**src/rtl/lens_spi_sequencer.sv**
```systemverilog
// Round-robin two-port sequencer that turns register requests into lens SPI frames.
// Loads the driver FIFOs, tracks busy to end of frame, pops RX for reads, returns done/err/rdata.
module lens_spi_sequencer #(
    parameter logic [15:0] WAIT_CYCLES   = 16'd4,
    parameter int          START_TIMEOUT = 16
) (
    input  logic        clk,
    input  logic        rst_n,
    input  logic        req_0,
    input  logic        req_1,
    input  logic        rw_0,
    input  logic        rw_1,
    input  logic [6:0]  addr_0,
    input  logic [6:0]  addr_1,
    input  logic [7:0]  wdata_0,
    input  logic [7:0]  wdata_1,
    output logic        done_0,
    output logic        done_1,
    output logic [7:0]  rdata_0,
    output logic [7:0]  rdata_1,
    output logic        err_0,
    output logic        err_1,
    output logic        spi_cmd_push,
    output logic [1:0]  spi_rw,
    output logic [15:0] spi_wait,
    output logic        spi_tx_push,
    output logic [7:0]  spi_tx_data,
    output logic        spi_rx_pop,
    input  logic [7:0]  spi_rx_data,
    input  logic        spi_busy
);

    typedef enum logic [2:0] {
        S_IDLE,
        S_LOAD,
        S_WAIT_START,
        S_WAIT_END,
        S_RX_POP,
        S_RX_CAP,
        S_FINISH
    } state_t;

    localparam logic [1:0]  CMD_TX  = 2'b01;
    localparam logic [1:0]  CMD_RX  = 2'b10;
    localparam logic [15:0] TO_LAST = 16'(START_TIMEOUT - 1);

    state_t      state_q, state_d;
    logic        last_grant_q, last_grant_d;
    logic        port_q, port_d;
    logic        rw_q, rw_d;
    logic [6:0]  addr_q, addr_d;
    logic [7:0]  wdata_q, wdata_d;
    logic [1:0]  step_q, step_d;
    logic [15:0] cnt_q, cnt_d;
    logic        cmd_push_q, cmd_push_d;
    logic [1:0]  spi_rw_q, spi_rw_d;
    logic        tx_push_q, tx_push_d;
    logic [7:0]  tx_data_q, tx_data_d;
    logic        rx_pop_q, rx_pop_d;
    logic        done_0_q, done_0_d;
    logic        done_1_q, done_1_d;
    logic        err_0_q, err_0_d;
    logic        err_1_q, err_1_d;
    logic [7:0]  rdata_0_q, rdata_0_d;
    logic [7:0]  rdata_1_q, rdata_1_d;

    logic        grant_port;
    logic [1:0]  next_step;
    logic [1:0]  last_step;

    always_comb begin
        state_d      = state_q;
        last_grant_d = last_grant_q;
        port_d       = port_q;
        rw_d         = rw_q;
        addr_d       = addr_q;
        wdata_d      = wdata_q;
        step_d       = step_q;
        cnt_d        = cnt_q;
        cmd_push_d   = 1'b0;
        spi_rw_d     = 2'b00;
        tx_push_d    = 1'b0;
        tx_data_d    = 8'h00;
        rx_pop_d     = 1'b0;
        done_0_d     = 1'b0;
        done_1_d     = 1'b0;
        err_0_d      = 1'b0;
        err_1_d      = 1'b0;
        rdata_0_d    = rdata_0_q;
        rdata_1_d    = rdata_1_q;
        grant_port   = (req_0 && req_1) ? ~last_grant_q : req_1;
        next_step    = step_q + 2'd1;
        last_step    = rw_q ? 2'd2 : 2'd3;

        case (state_q)
            S_IDLE: begin
                // Busy high here means a frame orphaned by reset is still draining.
                if (!spi_busy && (req_0 || req_1)) begin
                    port_d    = grant_port;
                    rw_d      = grant_port ? rw_1 : rw_0;
                    addr_d    = grant_port ? addr_1 : addr_0;
                    wdata_d   = grant_port ? wdata_1 : wdata_0;
                    step_d    = 2'd0;
                    tx_push_d = 1'b1;
                    tx_data_d = {rw_d, addr_d};
                    state_d   = S_LOAD;
                end
            end
            S_LOAD: begin
                // The strobe visible now is push step_q; schedule push step_q+1.
                if (step_q == last_step) begin
                    cnt_d   = 16'd1;
                    state_d = S_WAIT_START;
                end else begin
                    step_d = next_step;
                    if (!rw_q && next_step == 2'd1) begin
                        tx_push_d = 1'b1;
                        tx_data_d = wdata_q;
                    end else begin
                        cmd_push_d = 1'b1;
                        spi_rw_d   = (rw_q && next_step == 2'd2) ? CMD_RX : CMD_TX;
                    end
                end
            end
            S_WAIT_START: begin
                if (spi_busy) begin
                    state_d = S_WAIT_END;
                end else if (cnt_q >= TO_LAST) begin
                    done_0_d = ~port_q;
                    done_1_d = port_q;
                    err_0_d  = ~port_q;
                    err_1_d  = port_q;
                    state_d  = S_FINISH;
                end else begin
                    cnt_d = cnt_q + 16'd1;
                end
            end
            S_WAIT_END: begin
                if (!spi_busy) begin
                    if (rw_q) begin
                        rx_pop_d = 1'b1;
                        state_d  = S_RX_POP;
                    end else begin
                        done_0_d = ~port_q;
                        done_1_d = port_q;
                        state_d  = S_FINISH;
                    end
                end
            end
            S_RX_POP: begin
                state_d = S_RX_CAP;
            end
            S_RX_CAP: begin
                if (port_q) rdata_1_d = spi_rx_data;
                else        rdata_0_d = spi_rx_data;
                done_0_d = ~port_q;
                done_1_d = port_q;
                state_d  = S_FINISH;
            end
            S_FINISH: begin
                last_grant_d = port_q;
                state_d      = S_IDLE;
            end
            default: begin
                state_d = S_IDLE;
            end
        endcase
    end

    always_ff @(posedge clk) begin
        if (!rst_n) begin
            state_q      <= S_IDLE;
            last_grant_q <= 1'b1;
            port_q       <= 1'b0;
            rw_q         <= 1'b0;
            addr_q       <= 7'h00;
            wdata_q      <= 8'h00;
            step_q       <= 2'd0;
            cnt_q        <= 16'd0;
            cmd_push_q   <= 1'b0;
            spi_rw_q     <= 2'b00;
            tx_push_q    <= 1'b0;
            tx_data_q    <= 8'h00;
            rx_pop_q     <= 1'b0;
            done_0_q     <= 1'b0;
            done_1_q     <= 1'b0;
            err_0_q      <= 1'b0;
            err_1_q      <= 1'b0;
            rdata_0_q    <= 8'h00;
            rdata_1_q    <= 8'h00;
        end else begin
            state_q      <= state_d;
            last_grant_q <= last_grant_d;
            port_q       <= port_d;
            rw_q         <= rw_d;
            addr_q       <= addr_d;
            wdata_q      <= wdata_d;
            step_q       <= step_d;
            cnt_q        <= cnt_d;
            cmd_push_q   <= cmd_push_d;
            spi_rw_q     <= spi_rw_d;
            tx_push_q    <= tx_push_d;
            tx_data_q    <= tx_data_d;
            rx_pop_q     <= rx_pop_d;
            done_0_q     <= done_0_d;
            done_1_q     <= done_1_d;
            err_0_q      <= err_0_d;
            err_1_q      <= err_1_d;
            rdata_0_q    <= rdata_0_d;
            rdata_1_q    <= rdata_1_d;
        end
    end

    assign done_0       = done_0_q;
    assign done_1       = done_1_q;
    assign err_0        = err_0_q;
    assign err_1        = err_1_q;
    assign rdata_0      = rdata_0_q;
    assign rdata_1      = rdata_1_q;
    assign spi_cmd_push = cmd_push_q;
    assign spi_rw       = spi_rw_q;
    assign spi_wait     = WAIT_CYCLES;
    assign spi_tx_push  = tx_push_q;
    assign spi_tx_data  = tx_data_q;
    assign spi_rx_pop   = rx_pop_q;

endmodule

```
**config.mk**
```make
export PLATFORM = sky130hd
export DESIGN_NAME = lens_spi_sequencer
export DESIGN_NICKNAME = d
export VERILOG_FILES = /design/src/rtl/lens_spi_sequencer.sv
export SDC_FILE = /design/constraint.sdc
export NUM_CORES = 1
export LEC_CHECK = 0
export ABC_AREA = 1
export ABC_CLOCK_PERIOD_IN_PS = 2900
export BUFFER_PORTS_ARGS = -buffer_cell sky130_fd_sc_hd__buf_2
export CORE_UTILIZATION = 54
export DETAILED_ROUTE_END_ITERATION = 8
export GPL_ROUTABILITY_DRIVEN = 0
export MAX_ROUTING_LAYER = met4
export PLACE_DENSITY = 0.84
export SETUP_SLACK_MARGIN = 0.3
export SYNTH_ARGS = -nofsm -noshare
export SYNTH_HDL_FRONTEND = slang
export SYNTH_SLANG_ARGS = --single-unit
export TNS_END_PERCENT = 5
```
**constraint.sdc**
```tcl
create_clock -name clk -period 2.9 [get_ports clk]
set_input_delay 0.58 -clock clk [delete_from_list [all_inputs] [get_ports clk]]
set_output_delay 0.58 -clock clk [all_outputs]
set_load 0.005 [all_outputs]
```
==> results_dict.tcl, run 1 <==
set metrics [dict create \
    cts_hold_buf 0 \
    hold_slack_ns 0.4465 \
    rows 26 \
    clockBufferDepth 2 \
    start_util 0.5605 \
    synthCells 377 \
    die_x_um 74.81 \
    r2r_start "cnt_q[0]$_SDFFE_PN0P_" \
    maxCapViolCount 0 \
    fin_setup_tns_ns 0 \
    power_mw 2.353 \
    max-vdd-ir-drop_v 0.0004384 \
    layout_common_cells "87 x nor2_1, 77 x buf_2, 65 x dfxtp_1" \
    ys_warn_count 0 \
    final_util 0.6639 \
    drtIter0Drc 138 \
    critPathMaxStageDelay_ns 0.34 \
    io_pins 94 \
    port_buffers 77 \
    die_h_um 74.81 \
    track_usage 0.2353 \
    finalCritPeriodShare 0.5481 \
    cts_sinks 65 \
    cts_setup_buffers 0 \
    seq_area_frac_synth 0.4545 \
    wl_per_cell_um 11.47 \
    final_hold_viol_count 0 \
    hold_start "cnt_q[9]$_SDFFE_PN0P_" \
    clkSlewWorstSetupHoldPaths_ns 0.07 \
    coreArea_sq_mm 0.005107 \
    grt_max_degree 28 \
    min_path_type "flop to flop" \
    min_period_ns 1.590 \
    startpoint_type "flop" \
    layout_commonest_cell "nor2_1" \
    diodes 0 \
    stdcell_count 528 \
    fin_nets 502 \
    ctsRootBufferMaster "clkbuf_8" \
    tritoncts "done" \
    cts-buffers-inserted 9 \
    viasPerCell 4.943 \
    hpwl_um 4288 \
    antenna_found_initial 0 \
    placed_cells 513 \
    fin_worst_skew_ns 0.01185 \
    synth-seq-cells 65 \
    syn_area_per_cell_sq_um 7.593 \
    power_density_mw_per_mm2 694.1 \
    drive_gt1_frac 0.2948 \
    clk_latency_ns 0.34 \
    drc 0 \
    outcome "finished, final reports clean" \
    gr-total-overflow 0 \
    worst-path-buf-inv 0 \
    cp_top_family "simple AND/OR/NAND/NOR gates" \
    die_area_sq_mm 0.005597 \
    arrival_ns 1.82 \
    place_area_sq_mm 0.003228 \
    grt_pass1_wl_um 9591 \
    vias 2610 \
    crit_chain "ha_1, nand2_1, nor2_1, nor2_1, nand3_1, nand2_2, nand2_4, nand3_1, o21ai_0" \
    crit_slowest_cell "dfxtp_1" \
    drt_pre_antenna_iters 4 \
    grt_setup_unrepaired "no" \
    required_ns 3.13 \
    fillCellCount 466 \
    place_ws_ns 1.078 \
    crit_fanout 17 \
    syn2layout_area_growth_pct 18.44 \
    end_kind "flop" \
    leakagePower_nw 1.586 \
    critPathKind "flop to flop" \
    crit_start "cnt_q[0]$_SDFFE_PN0P_" \
    fmax_mhz 629.1 \
    slew_violations 0 \
    stdcell_area_sq_mm 0.003391 \
    yosysUniqueCellTypes 30 \
    worst_slack_ns 1.311 \
    htreeDepth 3 \
    cts_resized 0 \
    setup_viol_count_final 0 \
    routed_wl_um 6056 \
    ant_nets 0 \
    syn_area_sq_mm 0.002863 \
    grt_pass1_vias 2230 \
]
routing by layer:
metal | track usage | wire (um) | vias up
met5 | - | 0 | -
met4 | 0.1153 | 95 | 0
met1 | 0.2817 | 2747 | 1160
met2 | 0.3654 | 2806 | 101
li1 | - | - | 1338
met3 | 0.06426 | 406 | 11
Yosys cell counts (all sizes together):
cell type | n | area [sq um]
ha | 3 | 37.54
a21oi | 27 | 135.1
nand2 | 62 | 282.8
conb | 2 | 7.510
o21ai | 38 | 190.2
xor2 | 1 | 8.760
inv | 19 | 73.82
nor4 | 1 | 6.260
o31ai | 1 | 7.510
dfxtp | 65 | 1301
o21a | 1 | 7.510
nor3b | 1 | 7.510
clkinv | 1 | 5.000
buf | 19 | 157.7
nand3 | 13 | 65.06
nor3 | 3 | 26.28
clkbuf | 8 | 30.03
a31oi | 2 | 12.51
nand4 | 5 | 31.28
nor2 | 105 | 469.2
registers in the layout (all words and copies together) (netlist names), 2 cells and up:
register     count
spi_tx_data      8
cnt_q           16
step_q           2
state_q          3
spi_rw           2
wdata_q          8
rdata_1          8
rdata_0          8
power by group:
part / switching [mW] / internal (mW)
clock: 0.321 / 0.326
sequential: 0.0641 / 0.966
combinational: 0.462 / 0.215
cell families (layout without fill, tap and decap cells):
family | count (synthesis) | in the layout | synth area share
DFF | 65 | 65 | 0.4545
AOI/OAI and AO/OA | 69 | 69 | 0.1233
other | 2 | 16 | 0.002623
buffers and inverters | 47 | 114 | 0.09309
adders and majority gates | 3 | 3 | 0.01311
xor gates and xnor gates | 1 | 1 | 0.003060
and+or+nand+nor | 190 | 190 | 0.3103
worst min-delay path, cell delays in order, from the launching register on:
cell,delay (ns)
dfxtp_1,0.32
nand2_2,0.07
nor2_2,0.03
worst paths after layout:
| check | slack (ns) | cells after the start | endpoint |
|---|---|---|---|
| worst max-delay path | 1.31 | 9 | cnt_q[1]$_SDFFE_PN0P_ |
| worst min-delay path | 0.45 | 2 | cnt_q[9]$_SDFFE_PN0P_ |
| worst max register to register | 1.31 | 9 | cnt_q[1]$_SDFFE_PN0P_ |
| worst min register to register | 0.45 | 2 | cnt_q[9]$_SDFFE_PN0P_ |
cell type report:
cell class	instances	area, sq um	share of cell area
Multi-Input combinational cell	279	1348	0.3974
Sequential cell	65	1301	0.3838
Timing Repair Buffer	79	412.9	0.1218
Clock buffer	12	145.1	0.04280
Tap cell	70	87.58	0.02583
Inverter	20	78.83	0.02325
Clock inverter	3	17.52	0.005166
Power figures use the tool's default switching activity.
==> inputs of run 2 (changes only) <==
--- a/config.mk
+++ b/config.mk
@@ -6,13 +6,13 @@
 export NUM_CORES = 1
 export LEC_CHECK = 0
 export ABC_AREA = 1
-export ABC_CLOCK_PERIOD_IN_PS = 2900
+export ABC_CLOCK_PERIOD_IN_PS = 1290
 export BUFFER_PORTS_ARGS = -buffer_cell sky130_fd_sc_hd__buf_2
-export CORE_UTILIZATION = 54
+export CORE_UTILIZATION = 45
 export DETAILED_ROUTE_END_ITERATION = 8
 export GPL_ROUTABILITY_DRIVEN = 0
 export MAX_ROUTING_LAYER = met4
-export PLACE_DENSITY = 0.84
+export PLACE_DENSITY = 0.75
 export SETUP_SLACK_MARGIN = 0.3
 export SYNTH_ARGS = -nofsm -noshare
 export SYNTH_HDL_FRONTEND = slang
==> constraint.sdc (replaced) <==
create_clock -name clk -period 1.29 [get_ports clk]
set_input_delay 0.258 -clock clk [delete_from_list [all_inputs] [get_ports clk]]
set_output_delay 0.258 -clock clk [all_outputs]
set_load 0.005 [all_outputs]
==> run 2 against run 1 <==
Compared with the run above:
- the flow now finishes with violations (setup timing)
- setup slack got worse by 1.4 ns
- critical path depth did not move
- design area rose by 15%
==> results_dict.tcl, run 2 (synthesis results as in run 1) <==
set metrics [dict create \
    layout_commonest_cell "nor2_1" \
    stdcell_count 574 \
    final_hold_viol_count 0 \
    drt_pre_antenna_iters 4 \
    setup_viol_count_final 32 \
    hpwl_um 4654 \
    vias 2754 \
    stdcell_area_sq_mm 0.003900 \
    whs_endpoint "rdata_0[5]$_SDFFE_PN0P_" \
    track_usage 0.2154 \
    cts-buffers-inserted 9 \
    r2r_start "cnt_q[0]$_SDFFE_PN0P_" \
    hold_start "spi_rx_data[5]" \
    largest_reg_flops 16 \
    startpoint_type "flop" \
    grt_setup_unrepaired "yes" \
    gr-total-overflow 0 \
    drive_gt1_frac 0.4449 \
    syn2layout_area_growth_pct 36.23 \
    end_kind "flop" \
    die_h_um 81.76 \
    arrival_ns 1.69 \
    finalCritPeriodShare 1.099 \
    maxCapViolCount 0 \
    crit_fanout 3 \
    holdPathStages 3 \
    place_area_sq_mm 0.003527 \
    slew_violations 0 \
    htreeDepth 3 \
    drtIter0Drc 83 \
    required_ns 1.56 \
    ctsRootBufferMaster "clkbuf_8" \
    routed_wl_um 6837 \
    cts_sinks 65 \
    clkSlewWorstSetupHoldPaths_ns 0.06 \
    die_x_um 81.76 \
    worst_slack_ns -0.1272 \
    drc 0 \
    die_area_sq_mm 0.006685 \
    grt_pass1_wl_um 10450 \
    violations "setup timing" \
    outcome "finished, violations left" \
    clockBufferDepth 2 \
    start_util 0.4751 \
    max-vdd-ir-drop_v 0.0007634 \
    fillCellCount 530 \
    fin_worst_skew_ns 0.006269 \
    wl_per_cell_um 11.91 \
    placed_cells 553 \
    rows 28 \
    min_path_type "input port to flop" \
    layout_common_cells "83 x nor2_1, 73 x buf_2, 41 x dfxtp_1" \
    critPathMaxStageDelay_ns 0.33 \
    crit_slowest_cell "dfxtp_2" \
    crit_chain "ha_4, nand2_2, nor2_1, nor2_1, nand3_1, nand2_4, buf_6, nand3_2, a21oi_2" \
    ant_nets 0 \
    power_density_mw_per_mm2 1588 \
    viasPerCell 4.798 \
    grt_max_degree 40 \
    reg2reg_slack_ns -0.13 \
    critPathKind "flop to flop" \
    diodes 0 \
    coreArea_sq_mm 0.006026 \
    grt_pass1_vias 2404 \
    leakagePower_nw 1.810 \
    min_period_ns 1.417 \
    r2r_cells 9 \
    io_pins 94 \
    regMostFlops "cnt_q" \
    clk_latency_ns 0.34 \
    port_buffers 77 \
    fmax_mhz 705.6 \
    r2r-end "cnt_q[2]$_SDFFE_PN0P_" \
    antenna_found_initial 0 \
    cpMostUsedCell "nor2_1" \
    fin_nets 543 \
    tritoncts "done" \
]
==> run 2: cell count changes in the layout (fill, tap and decap cells not counted), moves of 4 or more <==
cell,change
buf_4,+34
dfxtp_1,-24
dfxtp_2,+23
buf_6,+7
nand2_1,-6
buf_2,-4
nand2_2,+4
nand3_1,-4
nand3_2,+4
nor2_1,-4
==> run 2: stage by stage <==
step	total power [mW]	setup TNS (ns)	utilization	worst slack (ns)	hold WS, ns
finish	6.193	-1.713	0.6472	-0.1272	0.1475
detailed placement	4.308	-2.387	0.5853	-0.1242	0.4300
global route	6.568	-5.625	0.6472	-0.2106	0.1639
CTS	5.925	-1.549	0.6194	-0.1100	0.1465
global placement	4.265	-0.9191	0.5853	-0.05991	0.4286
floorplan	3.626	-0.8424	-	-0.08424	0.3351
==> run 2: what timing repair did <==
| item | in CTS | in global routing |
|---|---|---|
| setup buffers | 2 | 2 |
| setup endpoints to repair | 98 | 98 |
| hold endpoints to repair | 0 | 0 |
| gates cloned | 1 | 1 |
| pin swaps | 6 | 22 |
| resized for setup | 7 | 52 |
| hold buffers | 0 | 0 |
==> run 2: final cells by class <==
class                      instances  area (sq um)  share of cell area
multi-input combinational        281          1465              0.3757
clock buffer                      11         141.4             0.03625
tap                               75         93.84             0.02406
inverter                          20         78.83             0.02021
timing repair buffer             118         767.0              0.1967
clock inverter                     4         20.02            0.005133
sequential                        65          1334              0.3420
==> run 2: per-layer routing <==
metal | GRT usage | wire [um] | vias up
met5 | - | 0 | -
li1 | - | - | 1419
met2 | 0.3463 | 3293 | 89
met3 | 0.04889 | 396 | 16
met1 | 0.2464 | 2996 | 1230
met4 | 0.1211 | 151 | 0
==> run 2: how the worst max path moves through the flow <==
stage / slack, ns / from / endpoint / cells after the start
floorplan: -0.08 / cnt_q[1]$_SDFFE_PN0P_ / cnt_q[11]$_SDFFE_PN0P_ / 10
global placement: -0.06 / step_q[0]$_SDFFE_PN0P_ / cnt_q[1]$_SDFFE_PN0P_ / 9
detailed placement: -0.12 / step_q[0]$_SDFFE_PN0P_ / cnt_q[1]$_SDFFE_PN0P_ / 9
CTS: -0.11 / cnt_q[1]$_SDFFE_PN0P_ / cnt_q[2]$_SDFFE_PN0P_ / 9
global route: -0.21 / cnt_q[0]$_SDFFE_PN0P_ / cnt_q[2]$_SDFFE_PN0P_ / 9
finish: -0.13 / cnt_q[0]$_SDFFE_PN0P_ / cnt_q[2]$_SDFFE_PN0P_ / 9
==> run 2: power by group <==
group / internal [mW] / switching [mW] / total [mW]
clock: 0.725 / 0.723 / 1.45
sequential: 2.19 / 0.123 / 2.32
combinational: 1.04 / 1.39 / 2.43
total: 3.96 / 2.24 / 6.19
==> run 2: worst max-delay path, delay by kind of cell, from the launching register on <==
family / cells / cell delay (ns)
compound gates: 1 / 0.13
fa+ha+maj: 1 / 0.16
buf+inv: 1 / 0.13
flops: 1 / 0.33
simple gates: 6 / 0.61
==> inputs of run 3 (changes only) <==
--- a/config.mk
+++ b/config.mk
@@ -14,6 +14,7 @@
 export MAX_ROUTING_LAYER = met4
 export PLACE_DENSITY = 0.75
 export SETUP_SLACK_MARGIN = 0.3
+export SKIP_CTS_REPAIR_TIMING = 1
 export SYNTH_ARGS = -nofsm -noshare
 export SYNTH_HDL_FRONTEND = slang
 export SYNTH_SLANG_ARGS = --single-unit
==> run 3 against run 2 <==
Compared with the run above:
- the run still ends with setup timing left
- first-iteration DRC count decreased by 9.6%
- via count increased by 1.1%
- global-route usage decreased by 0.58 points
- die area unchanged
- clock power about the same
- cell count increased by 0.17%
- count of clock-buffer cells in the layout unchanged
- sequential cell count unchanged
- largest cell class unchanged
- largest power group unchanged
- highest routed layer unchanged
==> results_dict.tcl, run 3 (synthesis results as in run 1) <==
set metrics [dict create \
    die_x_um 81.76 \
    regArea_sq_mm 0.001326 \
    clk_latency_ns 0.34 \
    cpMostUsedCell "inv_4" \
    critPathMaxStageDelay_ns 0.36 \
    die_h_um 81.76 \
    regMostFlops "cnt_q" \
    min_path_type "input port to flop" \
    crit_fanout 6 \
    ant_nets 0 \
    start_util 0.4751 \
    crit_slowest_cell "dfxtp_2" \
    layout_common_cells "81 x nor2_1, 75 x buf_2, 49 x dfxtp_1" \
    setup_viol_count_final 30 \
    maxCapViolCount 0 \
    worst-path-buf-inv 3 \
    port_buffers 77 \
    fillCellCount 510 \
    grt_pass1_vias 2360 \
    worst_slack_ns -0.1333 \
    violations "setup timing" \
    cp_top_family "simple AND/OR/NAND/NOR gates" \
    place_ws_ns -0.1242 \
    outcome "finished, violations left" \
    viasPerCell 4.843 \
    routed_wl_um 6942 \
    antenna_found_initial 0 \
    fin_nets 544 \
    tritoncts "done" \
    layout_commonest_cell "nor2_1" \
    wl_per_cell_um 12.07 \
    clkSlewWorstSetupHoldPaths_ns 0.07 \
    drtIter0Drc 75 \
    vias 2785 \
    diodes 0 \
    critPathKind "flop to flop" \
    rows 28 \
    cts-buffers-inserted 9 \
    hpwl_um 4654 \
    gr-total-overflow 0 \
    largest_reg_flops 16 \
    grt_pass1_wl_um 10190 \
    drt_pre_antenna_iters 4 \
    final_util 0.6541 \
    final_hold_viol_count 0 \
    grt_max_degree 40 \
    max-vdd-ir-drop_v 0.0008216 \
    finalCritPeriodShare 1.103 \
    io_pins 94 \
    grt_setup_unrepaired "yes" \
    fin_setup_tns_ns -1.829 \
    drive_gt1_frac 0.4420 \
    power_density_mw_per_mm2 1605 \
    required_ns 1.56 \
    crit_chain "inv_4, nor3_4, nand2_2, inv_4, nor2_4, buf_6, nand2_8, nand2_1, a21oi_2" \
    fin_worst_skew_ns 0.006047 \
    clockBufferDepth 2 \
    fmax_mhz 702.6 \
    cts_sinks 65 \
    leakagePower_nw 1.844 \
    multi_input_area_sq_mm 0.001523 \
    slew_violations 0 \
    htreeDepth 3 \
    syn2layout_area_growth_pct 37.67 \
    end_kind "flop" \
    coreArea_sq_mm 0.006026 \
    ctsRootBufferMaster "clkbuf_8" \
    die_area_sq_mm 0.006685 \
    track_usage 0.2096 \
    arrival_ns 1.70 \
    drc 0 \
    min_period_ns 1.423 \
    startpoint_type "flop" \
]
run 3: cell count changes in the layout (fill, tap and decap cells not counted), sizes merged:
cell and change:
inv +1, clkinv -1, nand2 +1
run 3: per-stage QoR:
step	hold slack, ns	cell area, sq um	power [mW]	cells
global placement	0.4286	3527	4.265	553
finish	0.1561	3941	6.327	575
detailed placement	0.4300	3527	4.308	553
CTS	0.1465	3689	5.764	568
floorplan	0.3351	2920	3.626	391
global route	0.1627	3941	6.700	575
run 3: path summary, 6_finish.rpt:
path | start | to | slack, ns | cells past startpoint
setup / recovery | state_q[0]$_SDFFE_PN0P_ | cnt_q[2]$_SDFFE_PN0P_ | -0.13 | 9
hold / removal | spi_rx_data[6] | rdata_0[6]$_SDFFE_PN0P_ | 0.16 | 3
setup reg to reg | state_q[0]$_SDFFE_PN0P_ | cnt_q[2]$_SDFFE_PN0P_ | -0.13 | 9
hold reg to reg | cnt_q[4]$_SDFFE_PN0P_ | cnt_q[4]$_SDFFE_PN0P_ | 0.44 | 2
run 3: worst reg2reg max path, stage by stage, from the launching register on:
cell	delay (ns)
dfxtp_2	0.36
inv_4	0.06
nor3_4	0.23
nand2_2	0.13
inv_4	0.11
nor2_4	0.05
buf_6	0.13
nand2_8	0.08
nand2_1	0.07
a21oi_2	0.14
run 3: layout make-up:
cell class | instances | area share
multi-input combinational | 282 | 0.3863
sequential | 65 | 0.3365
timing repair buffer | 118 | 0.1914
clock buffer | 11 | 0.03587
tap | 75 | 0.02381
inverter | 20 | 0.02095
clock inverter | 4 | 0.005079
run 3: routing by layer:
metal | share of wire | GRT usage | wire, um
met4 | 0.025 | 0.1211 | 172
met5 | 0 | - | 0
met1 | 0.44 | 0.2430 | 3025
met3 | 0.061 | 0.04889 | 424
met2 | 0.48 | 0.3306 | 3319
run 3: report_power, final:
group | internal (mW) | switching [mW]
Combinational | 1.08 | 1.48
Sequential | 2.19 | 0.121
Clock | 0.725 | 0.724
